### src/rtl/regfile_wb_arbiter_pkg.sv
// Shared constants and types for the register-file write-back arbiter.
//   NREG/AW/DW : register file geometry (must match the register file)
//   CW         : width of each per-register pending-write counter
//   wb_src_e   : write-back source index (SRC_ALU=0, SRC_MEM=1)
package regfile_wb_arbiter_pkg;

  localparam int NREG = 16;
  localparam int AW   = 4;
  localparam int DW   = 16;
  localparam int CW   = 2;

  typedef enum logic {
    SRC_ALU = 1'b0,
    SRC_MEM = 1'b1
  } wb_src_e;

endpackage

### src/rtl/regfile_wb_arbiter_scoreboard.sv
// Pending-write scoreboard: one saturating-free CW-bit counter per register.
// Ports:
//   clk, rst            : clock, asynchronous active-low reset
//   iss_valid/iss_addr  : decode issues a writer of iss_addr
//   iss_ready           : counter for iss_addr has room (or is being retired now)
//   grant_valid/addr    : write-back granted this cycle, retires one pending write
//   chk_addr0/1         : read-port addresses to check for hazards
//   chk_busy0/1         : addressed counter is non-zero (pre-update value)
//   sb_err              : sticky, set when a grant retires against a zero counter
module wb_scoreboard
  import regfile_wb_arbiter_pkg::*;
#(
  parameter int P_NREG = NREG,
  parameter int P_AW   = AW,
  parameter int P_CW   = CW
) (
  input  logic            clk,
  input  logic            rst,
  input  logic            iss_valid,
  input  logic [P_AW-1:0] iss_addr,
  output logic            iss_ready,
  input  logic            grant_valid,
  input  logic [P_AW-1:0] grant_addr,
  input  logic [P_AW-1:0] chk_addr0,
  input  logic [P_AW-1:0] chk_addr1,
  output logic            chk_busy0,
  output logic            chk_busy1,
  output logic            sb_err
);

  logic [P_CW-1:0]   r_cnt [P_NREG];
  logic [P_CW-1:0]   w_cnt_next [P_NREG];
  logic [P_NREG-1:0] w_inc;
  logic [P_NREG-1:0] w_dec;
  logic [P_NREG-1:0] w_err;
  logic              w_grant_hits_iss;
  logic              w_iss_accept;
  logic              r_sb_err;

  // A full counter can still accept an issue when the same register is
  // being retired in this cycle: the two updates cancel.
  assign w_grant_hits_iss = grant_valid && (grant_addr == iss_addr);
  assign iss_ready        = (r_cnt[iss_addr] != '1) || w_grant_hits_iss;
  assign w_iss_accept     = iss_valid && iss_ready;

  // Hazard check deliberately uses the registered counters (no bypass).
  assign chk_busy0 = (r_cnt[chk_addr0] != '0);
  assign chk_busy1 = (r_cnt[chk_addr1] != '0);
  assign sb_err    = r_sb_err;

  generate
    for (genvar gi = 0; gi < P_NREG; gi++) begin : g_cnt
      assign w_inc[gi] = w_iss_accept && (iss_addr == P_AW'(gi));
      assign w_dec[gi] = grant_valid && (grant_addr == P_AW'(gi));
      // A retire matched by a same-cycle issue is covered by that issue.
      assign w_err[gi] = w_dec[gi] && !w_inc[gi] && (r_cnt[gi] == '0);

      always_comb begin
        w_cnt_next[gi] = r_cnt[gi];
        if (w_inc[gi] && !w_dec[gi]) begin
          w_cnt_next[gi] = r_cnt[gi] + 1'b1;
        end else if (w_dec[gi] && !w_inc[gi] && (r_cnt[gi] != '0)) begin
          w_cnt_next[gi] = r_cnt[gi] - 1'b1;
        end
      end
    end
  endgenerate

  always_ff @(posedge clk or negedge rst) begin
    if (!rst) begin
      for (int i = 0; i < P_NREG; i++) begin
        r_cnt[i] <= '0;
      end
      r_sb_err <= 1'b0;
    end else begin
      for (int i = 0; i < P_NREG; i++) begin
        r_cnt[i] <= w_cnt_next[i];
      end
      r_sb_err <= r_sb_err || (|w_err);
    end
  end

endmodule

### src/rtl/regfile_wb_arbiter.sv
// Two-source write-back arbiter for the register file's single write port.
// Ports:
//   clk, rst                  : clock, asynchronous active-low reset
//   s0_valid/addr/data/ready  : ALU write-back handshake
//   s1_valid/addr/data/ready  : load write-back handshake
//   iss_valid/addr/ready      : decode issue into the pending-write scoreboard
//   chk_addr0/1, chk_busy0/1  : RAW hazard check for the two read ports
//   rf_we/waddr/wdata         : registered register-file write port
//   sb_err                    : sticky scoreboard underflow error
module regfile_wb_arbiter
  import regfile_wb_arbiter_pkg::*;
#(
  parameter int P_NREG = NREG,
  parameter int P_AW   = AW,
  parameter int P_DW   = DW,
  parameter int P_CW   = CW
) (
  input  logic            clk,
  input  logic            rst,
  input  logic            s0_valid,
  input  logic [P_AW-1:0] s0_addr,
  input  logic [P_DW-1:0] s0_data,
  output logic            s0_ready,
  input  logic            s1_valid,
  input  logic [P_AW-1:0] s1_addr,
  input  logic [P_DW-1:0] s1_data,
  output logic            s1_ready,
  input  logic            iss_valid,
  input  logic [P_AW-1:0] iss_addr,
  output logic            iss_ready,
  input  logic [P_AW-1:0] chk_addr0,
  input  logic [P_AW-1:0] chk_addr1,
  output logic            chk_busy0,
  output logic            chk_busy1,
  output logic            rf_we,
  output logic [P_AW-1:0] rf_waddr,
  output logic [P_DW-1:0] rf_wdata,
  output logic            sb_err
);

  wb_src_e         r_last_grant;
  logic            r_we;
  logic [P_AW-1:0] r_waddr;
  logic [P_DW-1:0] r_wdata;

  logic            w_gnt0;
  logic            w_gnt1;
  logic            w_gnt_valid;
  logic [P_AW-1:0] w_gnt_addr;
  logic [P_DW-1:0] w_gnt_data;

  // Round robin: on contention the source that did not win last time wins.
  always_comb begin
    w_gnt0 = 1'b0;
    w_gnt1 = 1'b0;
    if (s0_valid && s1_valid) begin
      if (r_last_grant == SRC_MEM) begin
        w_gnt0 = 1'b1;
      end else begin
        w_gnt1 = 1'b1;
      end
    end else begin
      w_gnt0 = s0_valid;
      w_gnt1 = s1_valid;
    end
  end

  assign w_gnt_valid = w_gnt0 || w_gnt1;
  assign w_gnt_addr  = w_gnt1 ? s1_addr : s0_addr;
  assign w_gnt_data  = w_gnt1 ? s1_data : s0_data;

  assign s0_ready = w_gnt0;
  assign s1_ready = w_gnt1;

  always_ff @(posedge clk or negedge rst) begin
    if (!rst) begin
      r_last_grant <= SRC_MEM;
      r_we         <= 1'b0;
      r_waddr      <= '0;
      r_wdata      <= '0;
    end else begin
      r_we <= w_gnt_valid;
      // Address/data hold their last value when nothing is granted.
      if (w_gnt_valid) begin
        r_waddr      <= w_gnt_addr;
        r_wdata      <= w_gnt_data;
        r_last_grant <= w_gnt1 ? SRC_MEM : SRC_ALU;
      end
    end
  end

  assign rf_we    = r_we;
  assign rf_waddr = r_waddr;
  assign rf_wdata = r_wdata;

  wb_scoreboard #(
    .P_NREG (P_NREG),
    .P_AW   (P_AW),
    .P_CW   (P_CW)
  ) u_scoreboard (
    .clk         (clk),
    .rst         (rst),
    .iss_valid   (iss_valid),
    .iss_addr    (iss_addr),
    .iss_ready   (iss_ready),
    .grant_valid (w_gnt_valid),
    .grant_addr  (w_gnt_addr),
    .chk_addr0   (chk_addr0),
    .chk_addr1   (chk_addr1),
    .chk_busy0   (chk_busy0),
    .chk_busy1   (chk_busy1),
    .sb_err      (sb_err)
  );

endmodule

### config.mk
export PLATFORM = sky130hd
export DESIGN_NAME = regfile_wb_arbiter
export DESIGN_NICKNAME = d
export VERILOG_FILES = /design/src/rtl/regfile_wb_arbiter_pkg.sv /design/src/rtl/regfile_wb_arbiter_scoreboard.sv /design/src/rtl/regfile_wb_arbiter.sv
export SDC_FILE = /design/constraint.sdc
export NUM_CORES = 1
export LEC_CHECK = 0
export ABC_AREA = 1
export CORE_UTILIZATION = 56
export CTS_CLUSTER_SIZE = 25
export DETAILED_ROUTE_END_ITERATION = 10
export PLACE_DENSITY = 0.91
export SYNTH_ARGS = -nofsm -noshare
export SYNTH_HDL_FRONTEND = slang
export SYNTH_SLANG_ARGS = --single-unit
### constraint.sdc
create_clock -name clk -period 3.5 [get_ports clk]
set_input_delay 0.35 -clock clk [delete_from_list [all_inputs] [get_ports clk]]
set_output_delay 0.35 -clock clk [all_outputs]
set_load 0.02 [all_outputs]
==> flow_metrics.tcl <==
set metrics [dict create \
    status "finished clean" \
    setup.worst_path.start_class "primary input" \
    path_clk_slew_ns 0.11 \
    drt_pass1_iterations 5 \
    numCtsBuffers 5 \
    relSlewSlack_pct 49.71 \
    final_common_cell "nand2_1" \
    intPower_w 0.001378 \
    syn_area_per_cell_um2 6.696 \
    drt.antenna.violating_nets 0 \
    synth_warnings 0 \
    core-area_mm2 0.006794 \
    htree_levels 2 \
    dr_total_vias 4144 \
    fin_nets 723 \
    wl_per_cell_um 14.99 \
    final_cell_count_no_fill 763 \
    grt_pass1_vias 3927 \
    p_clk_share_pct 15.1 \
    crit_path_frequent_cell "nand2_1" \
    ys_ff_latch 55 \
    globalRoute.busiestLayer "met2" \
    io_buffer_count 83 \
    syn_to_final_growth_pct 24.40 \
    top_level_ports 84 \
    crit_family "buffers and inverters" \
    swShare_pct 44.54 \
    cp_num_buf_inv 2 \
    yosysSeqAreaShare_pct 34.99 \
    leakage_nw 2.309 \
    met1_usage_pct 44.92 \
    cts_tree "built" \
    fin_skew_ns 0.009405 \
    start_util_pct 57.96 \
    switchingPower_w 0.001107 \
    crit_chain "clkdlybuf4s50_1 > nand2_8 > nand2_1 > nand2_1 > nand2_1 > nand2_1 > nor2_2 > nand3_2 > nand3_4 > clkdlybuf4s50_1" \
    die_w_um 85.85 \
    irDropWorstVdd_mv 0.3814 \
    vias_per_cell 5.431 \
    rsz0062_at_grt "false" \
    diodes 0 \
    finalSetupViolCount 0 \
    power_density_mw_per_mm2 507.4 \
    ctsLongestPathBuffers 2 \
    postCtsHoldBufs 0 \
    synth_fp_nets 645 \
    drt_iter0_drc 400 \
    hold_violations 0 \
    cts.sinks 55 \
    period_needed_ns 3.017 \
    grt_pass1_wl_um 18880 \
    worstMarginPinSlew_ns 0.7543 \
    worstSkewPairLatency_ns 0.32 \
    p_comb_share_pct 40.8 \
    max_stage_delay_ns 0.71 \
    die_y_um 85.85 \
    overflow 0 \
    drv_slew 0 \
    grtUsageTotal_pct 32.73 \
    place_inst 755 \
    final_cell_mix "170 x nand2_1, 86 x nor2_1, 82 x clkdlybuf4s50_1" \
    std_cell_rows 30 \
    routed_wl_um 11440 \
    path_class "primary input to output port" \
    worstHoldPathType "primary input to async pin" \
    die_area_mm2 0.007370 \
    antenna_found_initial 0 \
    postCtsSetupRepairBufs 0 \
    use_met3_pct 4.042 \
    cp_max_fo 26 \
    synth_cells 588 \
    post-route-drc-count 0 \
    cts.repair.resized 0 \
    hpwlAfterDp_um 9043 \
    fmax_mhz 331.5 \
    setup-tns-final_ns 0 \
    drive_gt1_share_pct 8.846 \
    gp_congestion 0.9841 \
    end_kind "output port" \
    timing.final.crit_share_pct 86.20 \
    use_met2_pct 54.25 \
    syn_area_mm2 0.003938 \
    crit_required_ns 3.15 \
    grt_max_degree 34 \
    worst_ep_arrival_time_ns 2.67 \
    clockRootBuffer "clkbuf_8" \
    seqPwrFrac_pct 44.1 \
    slowest_stage "clkdlybuf4s50_1" \
    drv_cap 0 \
    synth_cell_types 34 \
]
-- synth_stat cells --
master	number	area, um^2
nand2_1	170	638.1
nor2_1	86	322.8
nand3_1	69	345.3
o21ai_0	56	280.3
dfrtp_1	54	1351
inv_1	51	191.4
xor2_1	16	140.1
o21ai_2	13	113.9
nand3_2	11	110.1
a21oi_1	8	40.04
clkbuf_1	8	30.03
or2_2	7	43.79
or2_1	6	37.54
buf_2	3	15.01
inv_2	3	11.26
nand2_2	3	18.77
o21bai_1	3	22.52
buf_4	2	15.01
buf_6	2	22.52
nand2_8	2	40.04
nor2_2	2	12.51
a21boi_0	1	7.510
a221oi_1	1	8.760
a31o_2	1	8.760
buf_1	1	3.750
buf_12	1	20.02
buf_8	1	15.01
clkinv_1	1	3.750
dfstp_2	1	26.28
nand3_4	1	17.52
nand4_1	1	6.260
nor3_1	1	5.000
o211ai_1	1	7.510
o21ai_1	1	5.000
-- per-layer routing --
metal	wire length, um	part of all wire [%]
met1	5010	44
met4	303	2.6
met2	5454	48
met5	0	0
met3	673	5.9
-- cell families (layout without fill, tap and decap cells) --
kind of cell | after synthesis | in the layout | share of synthesized area (%)
buffers and inverters | 73 | 152 | 8.325
AND/OR/NAND/NOR | 359 | 359 | 40.58
flip-flops | 55 | 55 | 34.99
AO/OA/AOI/OAI | 85 | 85 | 12.55
XOR/XNOR | 16 | 16 | 3.559
-- sequential cells by signal (all words and copies together) (netlist names) --
register,cells
rf_wdata,16
r_last_grant,1
rf_we,1
rf_waddr,4
u_scoreboard.r_cnt,32
u_scoreboard.sb_err,1
-- through the flow --
stage	hold WS [ns]	setup slack (ns)	instance area, um^2	power, W	utilization [%]
floorplan	0.05441	1.515	3938	0.001710	-
global placement	0.4481	0.5352	4807	0.002050	70.76
detailed placement	0.4641	0.4733	4807	0.002096	70.76
CTS	0.1128	0.4861	4898	0.002477	72.10
global route	0.1494	0.3203	4898	0.002668	72.10
finish	0.08741	0.4830	4898	0.002485	72.10
-- power by group through the flow --
stage / Clock, W / Sequential [W] / Combinational (W)
after floorplan: 0 / 0.00106 / 0.000650
after global placement: 0 / 0.00108 / 0.000972
after detailed placement: 0 / 0.00110 / 0.000997
after CTS: 0.000387 / 0.00109 / 0.00100
after global routing: 0.000405 / 0.00113 / 0.00113
final: 0.000375 / 0.00110 / 0.00101
-- cell type report --
| cell class | instances | area, um^2 |
|---|---|---|
| Clock buffer | 5 | 68.82 |
| Fill cell | 568 | 1896 |
| Timing Repair Buffer | 89 | 870.8 |
| Tap cell | 96 | 120.1 |
| Sequential cell | 55 | 1378 |
| Multi-Input combinational cell | 460 | 2232 |
| Clock inverter | 3 | 22.52 |
| Inverter | 55 | 206.4 |
-- worst register-to-register path, stage by stage, from the launching register on --
cell and delay [ns]:
dfstp_2 0.60, nand2_8 0.08, nand2_8 0.17, nand2_1 0.09, nand2_1 0.13, nor2_1 0.06, nor2_2 0.13, nand3_2 0.10
nand3_4 0.20, nand3_1 0.19, or2_2 0.35, o21ai_2 0.07, xor2_1 0.17
-- path summary, 6_finish.rpt --
path                                          startpoint                                  to  slack, ns  cells after the start
worst min-delay path                                 rst             rf_waddr[2]$_DFFE_PN0P_       0.09                      1
min in group clk                 rf_waddr[2]$_DFFE_PN0P_             rf_waddr[2]$_DFFE_PN0P_       0.50                      2
max in group asynchronous                            rst            r_last_grant$_DFFE_PN1P_       2.57                      2
worst max register to register  r_last_grant$_DFFE_PN1P_  u_scoreboard.r_cnt[16]$_DFFE_PN0P_       1.07                     12
worst max-delay path                            s1_valid                           iss_ready       0.48                     10
worst min register to register   rf_waddr[2]$_DFFE_PN0P_             rf_waddr[2]$_DFFE_PN0P_       0.50                      2
Note: power is estimated with default switching activity, not from simulation.
